<file path="config.mk">
export PLATFORM = sky130hd
export DESIGN_NAME = quant_stream_ctrl
export DESIGN_NICKNAME = d
export VERILOG_FILES = /design/src/rtl/quant_pkg.sv /design/src/rtl/quant_byte_fifo.sv /design/src/rtl/quant_stream_ctrl.sv
export SDC_FILE = /design/constraint.sdc
export NUM_CORES = 1
export LEC_CHECK = 0
export ABC_CLOCK_PERIOD_IN_PS = 3550
export BUFFER_PORTS_ARGS = -buffer_cell sky130_fd_sc_hd__buf_4
export CELL_PAD_IN_SITES_DETAIL_PLACEMENT = 0
export CELL_PAD_IN_SITES_GLOBAL_PLACEMENT = 1
export CORE_MARGIN = 10
export CORE_UTILIZATION = 41
export CTS_BUF_LIST = sky130_fd_sc_hd__clkbuf_4
export DETAILED_ROUTE_END_ITERATION = 8
export PLACE_DENSITY = 0.81
export SLEW_MARGIN = 20
export SYNTH_ARGS = -nofsm -noshare
export SYNTH_HDL_FRONTEND = slang
export SYNTH_HIERARCHICAL = 1
export SYNTH_SLANG_ARGS = --single-unit
export TNS_END_PERCENT = 1
</file>
<file path="constraint.sdc">
create_clock -name clk -period 3.55 [get_ports clk]
set_input_delay 0.355 -clock clk [delete_from_list [all_inputs] [get_ports clk]]
set_output_delay 0.355 -clock clk [all_outputs]
set_load 0.02 [all_outputs]
</file>
<file path="src/rtl/quant_pkg.sv">
// Shared types and constants for the quantization stream controller.
package quant_pkg;

  localparam int QUANT_CORE_LAT = 6;

  typedef enum logic [1:0] {IDLE, RUN, DRAIN, DONE} quant_ctrl_state_e;

  typedef struct packed {
    logic [31:0] data;
    logic [3:0]  strb;
    logic        last;
  } quant_word_t;

endpackage

</file>
<file path="src/rtl/quant_byte_fifo.sv">
// Synchronous byte FIFO with occupancy count; power-of-2 depth, pointers wrap naturally.
// Latency: a pushed byte is readable the cycle after the push.
// Backpressure: none internally; the caller's credit scheme keeps it from overflowing.
module quant_byte_fifo #(
  parameter int DEPTH = 8,
  parameter int W     = 8
) (
  input  logic                     clk,
  input  logic                     rstn,
  input  logic                     push,
  input  logic [W-1:0]             wdata,
  input  logic                     pop,
  output logic [W-1:0]             rdata,
  output logic                     empty,
  output logic [$clog2(DEPTH):0]   count
);
  localparam int AW = $clog2(DEPTH);

  logic [W-1:0]  mem [DEPTH];
  logic [AW-1:0] wr_ptr, rd_ptr;
  logic          full;

  assign empty = (count == '0);
  assign full  = (count == (AW+1)'(DEPTH));
  assign rdata = mem[rd_ptr];

  always_ff @(posedge clk) begin
    if (!rstn) begin
      wr_ptr <= '0;
      rd_ptr <= '0;
      count  <= '0;
    end else begin
      if (push) wr_ptr <= wr_ptr + 1'b1;
      if (pop)  rd_ptr <= rd_ptr + 1'b1;
      case ({push, pop})
        2'b10:   count <= count + 1'b1;
        2'b01:   count <= count - 1'b1;
        default: ;
      endcase
    end
  end

  always_ff @(posedge clk) begin
    if (push) mem[wr_ptr] <= wdata;
  end

  a_no_overflow: assert property (@(posedge clk) disable iff (!rstn) !(push && full && !pop))
    else $error("quant_byte_fifo overflow");
  a_no_underflow: assert property (@(posedge clk) disable iff (!rstn) !(pop && empty))
    else $error("quant_byte_fifo underflow");

endmodule

</file>
<file path="src/rtl/quant_stream_ctrl.sv">
// Job sequencer for the free-running quant core; packs uint8 results 4 per word (QUANT_CTRL_STATS_EN adds stat ports).
// Latency: sample accept -> byte in FIFO CORE_LAT+1 cycles; word valid the cycle after its 4th/final byte pops.
// Backpressure: in_ready withheld while FIFO+in-flight reaches FIFO_DEPTH; held word frozen while !out_ready.
module quant_stream_ctrl
  import quant_pkg::*;
#(
  parameter int CORE_LAT   = QUANT_CORE_LAT,
  parameter int FIFO_DEPTH = 8,
  parameter int LEN_W      = 16
) (
  input  logic             clk,
  input  logic             rstn,
`ifdef QUANT_CTRL_STATS_EN
  output logic [31:0]      stat_samples,
  output logic [31:0]      stat_stalls,
`endif
  input  logic             cfg_start,
  input  logic [LEN_W-1:0] cfg_len,
  output logic             cfg_busy,
  output logic             cfg_done,
  input  logic             in_valid,
  output logic             in_ready,
  input  logic [31:0]      in_data,
  output logic [31:0]      core_in_o,
  input  logic [7:0]       core_q_i,
  output logic             out_valid,
  input  logic             out_ready,
  output logic [31:0]      out_data,
  output logic [3:0]       out_strb,
  output logic             out_last
);
  localparam int CNT_W = $clog2(FIFO_DEPTH) + 1;
  localparam int SUM_W = CNT_W + 1;

  quant_ctrl_state_e   state_q, state_d;
  logic [LEN_W-1:0]    remaining_q, pop_left_q;
  logic [CORE_LAT-1:0] tags_q;
  quant_word_t         word_q, word_d;
  logic [2:0]          fill_q, fill_d;
  logic                word_vld_q, word_vld_d;
  logic [SUM_W-1:0]    inflight;
  logic [CNT_W-1:0]    fifo_count;
  logic [7:0]          fifo_rdata;
  logic                fifo_empty, fifo_pop, hs, word_fire, last_byte, start_acc;

  assign start_acc = (state_q == IDLE) && cfg_start;
  assign hs        = in_valid && in_ready;
  assign in_ready  = (state_q == RUN) && (remaining_q != '0) &&
                     ((SUM_W'(fifo_count) + inflight) < SUM_W'(FIFO_DEPTH));
  assign core_in_o = hs ? in_data : 32'd0;
  assign word_fire = word_vld_q && out_ready;
  assign fifo_pop  = !fifo_empty && (!word_vld_q || out_ready);
  assign last_byte = (pop_left_q == LEN_W'(1));

  assign cfg_busy  = (state_q != IDLE);
  assign cfg_done  = (state_q == DONE);
  assign out_valid = word_vld_q;
  assign out_data  = word_vld_q ? word_q.data : 32'd0;
  assign out_strb  = word_vld_q ? word_q.strb : 4'd0;
  assign out_last  = word_vld_q && word_q.last;

  // Credit includes the tag leaving the pipe this cycle, so the FIFO can never overflow.
  always_comb begin
    inflight = '0;
    for (int i = 0; i < CORE_LAT; i++) inflight = inflight + SUM_W'(tags_q[i]);
  end

  always_comb begin
    state_d = state_q;
    case (state_q)
      IDLE:    if (cfg_start) state_d = (cfg_len == '0) ? DONE : RUN;
      RUN:     if (hs && remaining_q == LEN_W'(1)) state_d = DRAIN;
      DRAIN:   if (word_fire && word_q.last) state_d = DONE;
      DONE:    state_d = IDLE;
      default: state_d = IDLE;
    endcase
  end

  always_ff @(posedge clk) begin
    if (!rstn) state_q <= IDLE;
    else       state_q <= state_d;
  end

  always_ff @(posedge clk) begin
    if (!rstn) begin
      remaining_q <= '0;
      pop_left_q  <= '0;
      tags_q      <= '0;
    end else begin
      tags_q <= {tags_q[CORE_LAT-2:0], hs};
      if (start_acc) begin
        remaining_q <= cfg_len;
        pop_left_q  <= cfg_len;
      end else begin
        if (hs)       remaining_q <= remaining_q - 1'b1;
        if (fifo_pop) pop_left_q  <= pop_left_q - 1'b1;
      end
    end
  end

  quant_byte_fifo #(
    .DEPTH (FIFO_DEPTH),
    .W     (8)
  ) u_fifo (
    .clk   (clk),
    .rstn  (rstn),
    .push  (tags_q[CORE_LAT-1]),
    .wdata (core_q_i),
    .pop   (fifo_pop),
    .rdata (fifo_rdata),
    .empty (fifo_empty),
    .count (fifo_count)
  );

  // A handshaking word is retired first so a same-cycle pop lands in lane 0 of the next word.
  always_comb begin
    word_d     = word_q;
    fill_d     = fill_q;
    word_vld_d = word_vld_q;
    if (word_fire) begin
      word_d     = '0;
      fill_d     = '0;
      word_vld_d = 1'b0;
    end
    if (fifo_pop) begin
      word_d.data[{fill_d[1:0], 3'b000} +: 8] = fifo_rdata;
      word_d.strb[fill_d[1:0]]                = 1'b1;
      fill_d                                  = fill_d + 3'd1;
      if (last_byte) word_d.last = 1'b1;
      if (fill_d == 3'd4 || last_byte) word_vld_d = 1'b1;
    end
  end

  always_ff @(posedge clk) begin
    if (!rstn) begin
      word_q     <= '0;
      fill_q     <= '0;
      word_vld_q <= 1'b0;
    end else begin
      word_q     <= word_d;
      fill_q     <= fill_d;
      word_vld_q <= word_vld_d;
    end
  end

`ifdef QUANT_CTRL_STATS_EN
  always_ff @(posedge clk) begin
    if (!rstn || start_acc) begin
      stat_samples <= '0;
      stat_stalls  <= '0;
    end else begin
      if (hs && stat_samples != '1) stat_samples <= stat_samples + 32'd1;
      if (state_q == RUN && in_valid && !in_ready && stat_stalls != '1)
        stat_stalls <= stat_stalls + 32'd1;
    end
  end
`endif

endmodule

</file>
Word level (Yosys, flattened, before mapping)

Memory sizes are Yosys's and may differ from the RTL's. A register that Yosys moved wholly into a read port is not among the register bits.
Index checks and enable logic that the tools add are counted.

Register bits after elaboration: 91
Bits in writable memories: 64
Input bits: 61
Output and inout bits: 73
Memories: 1

Add/sub/neg operators: 14
Magnitude comparators: 3
Eq/ne operators: 11
Shift-type cells: 2
Multiplexer cells: 28
Bitwise gates (word level): 1
Reduce and logical (&&, ||, !) cells: 23

Memories:

| memory     | depth | bits a word | rd ports | clocked after Yosys merged registers in | wr ports | RTL line              | text |
|---|---|---|---|---|---|---|---|
| u_fifo.mem | 8     | 8           | 1        | 1                                       | 1        | quant_byte_fifo.sv:19 | `logic [W-1:0] mem [DEPTH];` |

Operators by type and width:

| operator                                              | count |
|---|---|
| 2-to-1 mux 37 bit                                     | 2 |
| 2-to-1 mux 16 bit                                     | 4 |
| 2-to-1 mux 32 bit                                     | 2 |
| bitwise mux 32 bit                                    | 1 |
| equality test 16 x 1 -> 1 bit (second input constant) | 2 |
| variable shift 8 x 7 -> 32 bit (first input constant) | 1 |
| variable part select 8 x 7 -> 32 bit                  | 1 |
| subtractor 16 x 1 -> 16 bit (second input constant)   | 2 |
| zero test 16 bit                                      | 1 |
| nonzero test 16 bit                                   | 1 |
| 2-to-1 mux 3 bit                                      | 4 |
| logical AND 1 bit                                     | 10 |
| adder 3 x 1 -> 3 bit (second input constant)          | 3 |
| 2-to-1 mux 2 bit                                      | 4 |
| one-hot mux 2 bit (4 select lines)                    | 1 |
| one-hot mux 4 bit (2 select lines)                    | 1 |
| nonzero test 2 bit                                    | 4 |
| 2-to-1 mux 1 bit                                      | 7 |
| negation 5 -> 7 bit                                   | 1 |
| equality test 2 bit (second input constant)           | 3 |
| adder 4 x 1 -> 5 bit                                  | 1 |
| adder 4 x 5 -> 5 bit                                  | 1 |
| adder 5 x 1 -> 5 bit                                  | 1 |
| < comparator 5 x 4 -> 1 bit (second input constant)   | 1 |
| 19 further kinds                                      | 23 |

Logic depth before layout (Yosys ltp)

Depth after elaboration: 12
Gate-level depth with buffers: 13
Depth with buffers taken out: 10

Cells and area by module

Netlist, hierarchy kept.

Modules (own cells, without submodules):

| module            | instances | cells each | area an instance (sq um) | seq. area each (sq um) |
|---|---|---|---|---|
| quant_stream_ctrl | 1         | 495        | 4287.9                   | 1621.6 |
| quant_byte_fifo   | 1         | 163        | 3113.0                   | 2182.1 |

Worst setup path before layout

Ideal clock, no wire load.

Kind: reg2out
From: reg tags_q[0]
To: out core_in_o[22]
Data arrival time: 3.191 ns
Path slack: 0.004 ns
Stages on the path, launching flop included: 11
Cells stage by stage: dfxtp_1 > fa_1 > inv_1 > fa_1 > inv_1 > ha_1 > a211oi_1 > o21ai_0 > a31oi_1 > clkbuf_1 > and2_1

Longest elaborated chain between the ends: 10

Ends and longest elaborated chain:

| what                        | RTL line                | text |
|---|---|---|
| from (decl)                 | quant_stream_ctrl.sv:37 | `logic [CORE_LAT-1:0] tags_q;` |
| from (signal assigned)      | quant_stream_ctrl.sv:90 | `tags_q <= {tags_q[CORE_LAT-2:0], hs};` |
| adder 1 x 1 -> 2 bit        | quant_stream_ctrl.sv:65 | `for (int i = 0; i < CORE_LAT; i++) inflight = inflight + SUM_W'(tags_q[i]);` |
| adder 2 x 1 -> 3 bit        | quant_stream_ctrl.sv:65 |  |
| adder 3 x 1 -> 4 bit        | quant_stream_ctrl.sv:65 |  |
| adder 4 x 1 -> 5 bit        | quant_stream_ctrl.sv:65 |  |
| adder 5 x 1 -> 5 bit        | quant_stream_ctrl.sv:65 |  |
| adder 4 x 5 -> 5 bit        | quant_stream_ctrl.sv:49 | `((SUM_W'(fifo_count) + inflight) < SUM_W'(FIFO_DEPTH));` |
| < comparator 5 x 4 -> 1 bit | quant_stream_ctrl.sv:49 |  |
| logical AND 1 bit           | quant_stream_ctrl.sv:48 | `assign in_ready = (state_q == RUN) && (remaining_q != '0) &&` |
| logical AND 1 bit           | quant_stream_ctrl.sv:47 | `assign hs = in_valid && in_ready;` |
| 2-to-1 mux 32 bit           | quant_stream_ctrl.sv:50 | `assign core_in_o = hs ? in_data : 32'd0;` |
| to (decl)                   | quant_stream_ctrl.sv:24 | `output logic [31:0] core_in_o,` |

No other way between the ends.

Worst setup path after layout

From: reg tags_q[1]
To: out core_in_o[5]

The elaborated chain is that of the path after synthesis.

==> results.yml <==
worst_setup_path:
  critPathMaxStageDelay_ns: 0.55
  reg2regPathDepth: 12
  r2r_start: "tags_q[1]"
  critical_path.startpoint_type: "flop"
  worstSetupEndpointType: "output port"
  crit_fanout: 8
  crit_buf_inv: 5
  path_cells: "fa_1 -> inv_2 -> fa_1 -> inv_2 -> ha_4 -> a211oi_2 -> buf_4 -> o21ai_4 -> a31oi_4 -> buf_6 -> and2_1 -> buf_6"
  cp.depth: 12
  slowest_stage: "fa_1"
  cp_data_required_time_ns: 3.19
  r2r_slack_ns: 0.24
  critPathKind: "flop to output port"
  crit_family: "adder cells"
  crit_arrival_ns: 3.38
  crit_start: "tags_q[1]"
synthesis:
  netlist_area_mm2: 0.00740
  async_reset_ff_share_pct: 0
  syn-mean-instance-area_um2: 11.2
  synth-edff-count: 64
  synth_xor_area_share_pct: 4.14
  syn_inst: 658
  synth_compound_area_share_pct: 11.2
  synth_top_family_by_area: "simple AND/OR/NAND/NOR gates"
  synthAdderAreaFrac_pct: 5.11
  yosys.area_share.simple_pct: 17.7
  synth-seq-area-share_pct: 51.4
  synth_nets: 748
  synth_mux_area_share_pct: 7.39
  ys_ff_latch: 158
  synth_cell_type_count: 58
  synth_flop_cell: "dfxtp_1"
  yosys_warnings: 6
job:
  cap_violations: 0
floorplanning:
  die_w_um: 154
  die_area_mm2: 0.0238
  rows: 49
  initial_core_util_pct: 41.5
  die_y_um: 154
  coreArea_mm2: 0.0178
  ios: 134
finish:
  most-common-layout-cells: "buf_4, dfxtp_1, edfxtp_1"
  nets: 893
  n_fill_cell: 1547
  stdcell_count: 1046
  finish.utilization_pct: 52.1
  syn_to_final_growth_pct: 25.6
  final_layout_size_suffix_gt1_share_pct: 29.4
  final_area_mm2: 0.00930
  layout_commonest_cell: "buf_4"
route:
  routed_wl_mm: 18.8
  drc: 0
  drtAntennaViolNets: 0
  viasPerCell: 5.27
  routedWlPerCell_um: 18.0
  vias: 5512
  dr.pass1.iters: 5
  drt_iter0_markers: 346
global_routing:
  grt_pass1_wl_mm: 30.0
  grt_max_degree: 44
  grt_pass1_vias: 5585
  gr-total-overflow: 0
  antenna_found_initial: 1
  grt_usage_pct: 15.5
cts:
  cts.htree.levels: 4
  clock_sinks: 158
  tritoncts.num_buffers: 17
  cts-root-buf: "clkbuf_4"
  clk_pin_slew_ns: 0.13
  cts_tree: "done"
  clock_latency_ns: 0.55
  clk_path_buf_depth: 2
status:
  status: "finished with violations"
  violations: "setup timing"
sta:
  final_max_slew_viol_count: 0
  max_freq_ghz: 0.268
  finClkSkew_ns: 0.0200
  max_slew_margin_pct: 39.5
  setup_ws_ns: -0.183
  period_share_pct: 105
  tightest_slew_ns: 0.904
  rsz0062_at_grt: "true"
  setup_viol: 33
  setup-tns-final_ns: -5.28
  hold_slack_ns: 0.176
  fin_crit_ns: 3.73
  finalHoldViolCount: 0
power_and_ir_drop:
  peakVddDrop_uv: 214
  power.leakage_nw: 3.54
  pwr_density_cell_mw_per_mm2: 574
min_path:
  min_path_type: "input port to flop"
  hold_start: "cfg_len[1]"
  whs_path_depth: 3
place:
  post_dp_cell_area_mm2: 0.00863
  hpwl_mm: 13.7
  gp_congestion: 0.888
  place_inst: 999
  port_buffers: 133
worst reg2reg max path: cells and delay by family (launching register included):
family | cells | cell delay (ns)
AOI/OAI and AO/OA | 4 | 1.09
xor gates and xnor gates | 1 | 0.17
adders and majority gates | 3 | 1.24
DFF | 1 | 0.35
buffers and inverters | 4 | 0.37
registers in the layout, summed over array words and instances, names as in the netlist, named ones only:
register	count
fill_q	3
u_fifo/wr_ptr	3
u_fifo/count	4
pop_left_q	16
tags_q	6
u_fifo/rd_ptr	3
u_fifo/mem	64
word_q	37
remaining_q	16
out_valid	1
state_q	2
layer usage:
metal / share of wire [%] / global-route usage [%]
met5: 0 / 0
met4: 1.8 / 5.26
met3: 2.9 / 2.66
met2: 52 / 27.0
met1: 44 / 18.8
final timing paths:
kind	to
worst min-delay path	pop_left_q[1]
worst max-delay path	core_in_o[5]
worst max register to register	remaining_q[15]
worst min register to register	tags_q[2]
area by class of cell:
cell class | count | area [um^2] | share of cell area (%)
Inverter | 18 | 67.6 | 0.727
Clock buffer | 19 | 143 | 1.53
Multi-Input combinational cell | 448 | 3500 | 37.6
Sequential cell | 158 | 3810 | 40.9
Clock inverter | 13 | 133 | 1.43
Tap cell | 229 | 287 | 3.08
Timing Repair Buffer | 160 | 1360 | 14.6
Antenna cell | 1 | 2.50 | 0.0269
logic make-up after synthesis:
| logic type | after synthesis |
|---|---|
| xor gates and xnor gates | 35 |
| muxes | 28 |
| AOI/OAI and AO/OA | 124 |
| and+or+nand+nor | 232 |
| adders and majority gates | 29 |
| buffers and inverters | 52 |
| DFF | 158 |
timing repair:
| item | in CTS | in global routing |
|---|---|---|
| cloned | 4 | 0 |
| resized for setup | 69 | 13 |
| pin swaps | 13 | 18 |
| hold buffers | 8 | 0 |
| endpoints found under the hold margin | 55 | 0 |
| endpoints found under the setup margin | 33 | 33 |
| buffers inserted | 2 | 0 |
cells in the mapped netlist, drive strengths merged, types with 2 or more instances:
cell type	count	share of area (%)
a2111oi	3	0.54
a211oi	2	0.20
a21boi	2	0.20
a21oi	38	2.6
a22oi	36	3.7
a311oi	6	0.71
a31oi	4	0.34
and2	82	6.9
and3	2	0.17
and4	2	0.24
buf	9	0.90
clkbuf	25	1.3
dfxtp	94	25
edfxtp	64	26
fa	2	0.54
ha	27	4.6
inv	17	0.86
mux2	8	1.2
mux2i	4	0.54
mux4	16	5.6
nand2	20	1.0
nand2b	6	0.51
nand3	5	0.34
nand3b	4	0.41
nand4	3	0.25
nand4b	2	0.24
nor2	53	2.7
nor2b	9	0.76
nor3	10	0.74
nor3b	3	0.37
nor4	12	1.1
nor4b	3	0.36
nor4bb	3	0.41
o211ai	4	0.41
o21ai	22	1.5
or3	9	0.76
or4	2	0.25
xnor2	26	3.1
xor2	9	1.1
power breakdown:
part           internal, mW  switching, mW  total (mW)  leakage, nW
Sequential             2.08          0.228        2.31         1.34
Clock                 0.379          0.664        1.04        0.133
Combinational         0.907           1.08        1.99         2.07
Total                  3.37           1.97        5.34         3.54
metrics by stage:
step           setup slack [ns]  power, mW
3_3_place_gp              0.285       4.10
4_1_cts                  -0.297       5.35
5_1_grt                  -0.389       5.68
6_report                 -0.183       5.34
3_5_place_dp              0.107       4.16
2_1_floorplan           0.00388       3.65
No activity file was read; power rests on OpenSTA's default activity.
